<file path="src/rtl/ram_design.sv">
// ram_design
// Single-port synchronous scratch RAM, DEPTH words of DATA_W bits, with
// separate write/read strobes and a registered read port. Every word and the
// output register are held in resettable flops.
//
// Ports:
//   clk      - system clock, rising-edge active
//   rst_n    - asynchronous active-low reset; clears memory and outputs
//   address  - word address shared by read and write
//   data_in  - write data
//   wr       - write strobe (takes priority over rd)
//   rd       - read strobe
//   data_out - registered read data; changes only on a read or reset
//   rd_valid - one-cycle pulse when data_out was just loaded by a read
module ram_design #(
   parameter int unsigned ADDR_W = 4,
   parameter int unsigned DATA_W = 4,
   parameter int unsigned DEPTH  = 16
) (
   input  logic              clk,
   input  logic              rst_n,
   input  logic [ADDR_W-1:0] address,
   input  logic [DATA_W-1:0] data_in,
   input  logic              wr,
   input  logic              rd,
   output logic [DATA_W-1:0] data_out,
   output logic              rd_valid
);

   logic [DATA_W-1:0] mem_q [DEPTH];
   logic [DATA_W-1:0] mem_d [DEPTH];
   logic [DATA_W-1:0] data_out_q, data_out_d;
   logic              rd_valid_q, rd_valid_d;

   always_comb begin
      mem_d      = mem_q;
      data_out_d = data_out_q;
      rd_valid_d = 1'b0;
      // Write wins when both strobes are high; the read is dropped entirely.
      if (wr) begin
         mem_d[address] = data_in;
      end else if (rd) begin
         data_out_d = mem_q[address];
         rd_valid_d = 1'b1;
      end
   end

   always_ff @(posedge clk or negedge rst_n) begin
      if (!rst_n) begin
         for (int unsigned i = 0; i < DEPTH; i++) begin
            mem_q[i] <= '0;
         end
         data_out_q <= '0;
         rd_valid_q <= 1'b0;
      end else begin
         mem_q      <= mem_d;
         data_out_q <= data_out_d;
         rd_valid_q <= rd_valid_d;
      end
   end

   assign data_out = data_out_q;
   assign rd_valid = rd_valid_q;

endmodule

</file>
<file path="config.mk">
export PLATFORM = sky130hd
export DESIGN_NAME = ram_design
export DESIGN_NICKNAME = d
export VERILOG_FILES = /design/src/rtl/ram_design.sv
export SDC_FILE = /design/constraint.sdc
export NUM_CORES = 1
export LEC_CHECK = 0
export CAP_MARGIN = 20
export CORE_MARGIN = 1.5
export CORE_UTILIZATION = 64
export DETAILED_ROUTE_END_ITERATION = 10
export PLACE_DENSITY = 0.84
export SLEW_MARGIN = 20
export SYNTH_ARGS = -nofsm -noshare
export SYNTH_HDL_FRONTEND = slang
export SYNTH_SLANG_ARGS = --single-unit
</file>
<file path="constraint.sdc">
create_clock -name clk -period 3.8 [get_ports clk]
set_clock_uncertainty 0.2 [all_clocks]
set_input_delay 0.57 -clock clk [delete_from_list [all_inputs] [get_ports clk]]
set_output_delay 0.57 -clock clk [all_outputs]
set_load 0.05 [all_outputs]
</file>
==> run summary <==
Run status
• outcome: complete, no violations

GRT
• maximum number of pins on one net before global-route repair: 30
• first-pass GRT wire length: 10.9 mm
• initial antenna violation count: 0
• All-Layer GR Usage: 0.281
• GR Overflow Total: 0
• vias in the first global route: 2099

Layout
• antenna diode count: 0
• nets@finish: 270
• most used cells in the layout excluding fill and tap cells: sky130_fd_sc_hd__dfrtp_1 (69), sky130_fd_sc_hd__mux2_2 (68), sky130_fd_sc_hd__mux2i_1 (20)
• leading cell type in the layout, fill and taps excluded: sky130_fd_sc_hd__dfrtp_1
• Layout Utilization: 0.764
• ratio of cells with drive above 1 in the final layout: 0.365
• area grow syn2layout: 13.0%
• post-layout instance area: 3660 um2

Routing
• average wire per standard cell: 20.3 um
• DR pass1 iterations: 4
• drt total wl: 6.70 mm
• post-detailed-route via-to-cell ratio: 6.11
• DRC: 0
• via count: 2016
• DRC violation total after the first TritonRoute iteration: 160
• Antenna Nets Post-Route: 0

Floorplanning
• core area: 4790 um2
• full die area: 5500 um2
• initial core utilization: 0.677
• Rows: 25
• Die Span Y: 74.1 um
• # IOs: 17
• floorplan die width: 74.1 um

Synth
• Seq/Total Area, Yosys: 0.533
• number of nets produced by synthesis: 253
• Yosys warnings: 0
• number of different library cells in the post-synthesis netlist: 26
• number of register bits inferred by synthesis: 69
• synthesized area per cell: 13.4 um2
• synthesized instance count: 241
• Netlist Area Pre-Place: 3240 um2

Timing
• Hold Fails Final Rpt: 0
• slew at the pin closest to its max-slew limit: 843 ps
• Period Utilization, post-route: 0.710
• final sum of negative setup slack: 0 ps
• final setup violating endpoints: 0
• unrepaired setup endpoints after global routing: false
• Highest Clock Rate: 370 MHz
• Setup WS post-layout: 1100 ps
• Max Slew Vio Count: 0
• final critical path time including I/O delays and setup: 2700 ps
• Slew HR: 0.436

Hold path
• class of the tightest hold or removal check: in2async

Flow run
• total of max-cap violations: 0

Clock tree
• H-tree Lvls: 3
• TritonCTS clock tree: yes
• number of buffers on the longest clock path: 2
• clock latency reported for the late side of the worst-skew pair: 350 ps
• Root Buffer Master: sky130_fd_sc_hd__clkbuf_8
• number of hold-repair buffers added at the cts stage: 0
• number of buffers inserted to repair setup after CTS: 0
• clock transition time at the flip-flop clock pins of the worst setup and hold paths: 70 ps
• number of clock buffers inserted by TritonCTS: 9
• sink count of the clock tree: 69
• cells resized by post-CTS repair: 0

Placement
• worst setup slack before clock tree synthesis: 795 ps
• Post-DP Area: 3430 um2
• Final GP Congestion: 0.853
• number of port buffers: 16
• DP Wirelength: 4.44 mm

Worst setup path
• CP endpoint kind: register
• CP Class: in2reg
• Max FO, Critical Path: 18
• startpoint of the most critical register-to-register path: mem_q[43]$_DFFE_PN0P_
• data required time of the worst path: 3830 ps
• first element of the critical path: address[3]
• nature of the critical path startpoint: input port
• arrival time reported for the critical path endpoint: 2720 ps

Pwr
• part of the total power dissipated in sequential elements: 0.484
• part of the power in combinational logic: 0.190
• switching power: 0.527 mW
• worst vdd rail ir drop: 0.455 mV
• Int Pwr: 1.52 mW
• switching power share of the total: 0.258
• Power Density: 559 nW/um2
• relative contribution of the clock network to total power: 0.326
• static leakage power: 1.58 nW

-- registers in the layout, summed over array words and instances, names as in the netlist --
| register | flops |
|---|---|
| data_out | 4 |
| mem_q | 64 |
| rd_valid | 1 |
-- worst max-delay path, cell delays in order --
cell and delay [ps]:
sky130_fd_sc_hd__clkdlybuf4s50_1 1020, sky130_fd_sc_hd__nand3b_1 320, sky130_fd_sc_hd__nor2_1 410, sky130_fd_sc_hd__mux2_2 390
-- power groups by stage --
| stage | combinational [mW] | sequential, mW | clock [mW] |
|---|---|---|---|
| after floorplan | 0.264 | 0.998 | 0 |
| after global placement | 0.373 | 0.998 | 0 |
| after detailed placement | 0.387 | 1.00 | 0 |
| after CTS | 0.391 | 0.991 | 0.674 |
| after global routing | 0.423 | 1.01 | 0.702 |
| final | 0.388 | 0.991 | 0.667 |
-- metal layers --
layer | up-vias | share of wire | wire (um) | global-route usage
met5 | - | 0 | 0 | 0
met4 | 0 | 0.020 | 137 | 0.123
li1 | 916 | - | - | -
met2 | 48 | 0.48 | 3200 | 0.436
met1 | 1037 | 0.46 | 3100 | 0.382
met3 | 15 | 0.039 | 263 | 0.0664
-- cell usage after synthesis, drive strengths merged --
cell type   n  area share
mux2       68        0.24
nand2b      2      0.0039
o22ai       2      0.0039
nand3       2      0.0031
a31oi       6       0.012
nor3       10       0.015
o211ai      4      0.0093
mux4        4       0.029
nor2       17       0.022
buf         7       0.015
mux2i      20       0.062
or2         1      0.0027
and3        2      0.0039
o32ai       2      0.0054
clkbuf      7      0.0081
nor3b       1      0.0039
nor2b       2      0.0039
or3b        1      0.0027
a2bb2oi     2      0.0054
and2b       1      0.0023
nand2       7      0.0081
dfrtp      69        0.53
nand3b      4      0.0093
-- final timing paths --
kind / endpoint / slack (ps) / cells past startpoint
min in group clk: mem_q[42]$_DFFE_PN0P_ / 310 / 1
setup / recovery: mem_q[16]$_DFFE_PN0P_ / 1100 / 4
max in group asynchronous: mem_q[17]$_DFFE_PN0P_ / 2610 / 2
setup reg to reg: data_out[3]$_DFFE_PN0P_ / 2160 / 4
hold / removal: mem_q[14]$_DFFE_PN0P_ / 20 / 1
hold reg to reg: mem_q[42]$_DFFE_PN0P_ / 310 / 1
-- area by class of cell --
| type | count | area (um2) |
|---|---|---|
| Tap cell | 67 | 83.8 |
| Sequential cell | 69 | 1730 |
| Multi-Input combinational cell | 158 | 1440 |
| Clock inverter | 4 | 70.1 |
| Timing Repair Buffer | 20 | 185 |
| Clock buffer | 12 | 155 |
| Fill cell | 310 | 1130 |
-- through the flow --
step	instances	hold slack, ps	power [mW]
floorplan	241	74.4	1.26
global placement	314	282	1.37
detailed placement	314	294	1.39
CTS	330	34.5	2.06
global route	330	59.7	2.13
finish	330	15.5	2.05
-- cell families (layout without fill, tap and decap cells) --
family	Yosys count	in the layout	synth area share
muxes	92	92	0.327
and+or+nand+nor	50	50	0.0811
AOI/OAI and AO/OA	16	16	0.0356
DFF	69	69	0.533
buffers and inverters	14	36	0.0228
Note: power is estimated with default switching activity, not from simulation.
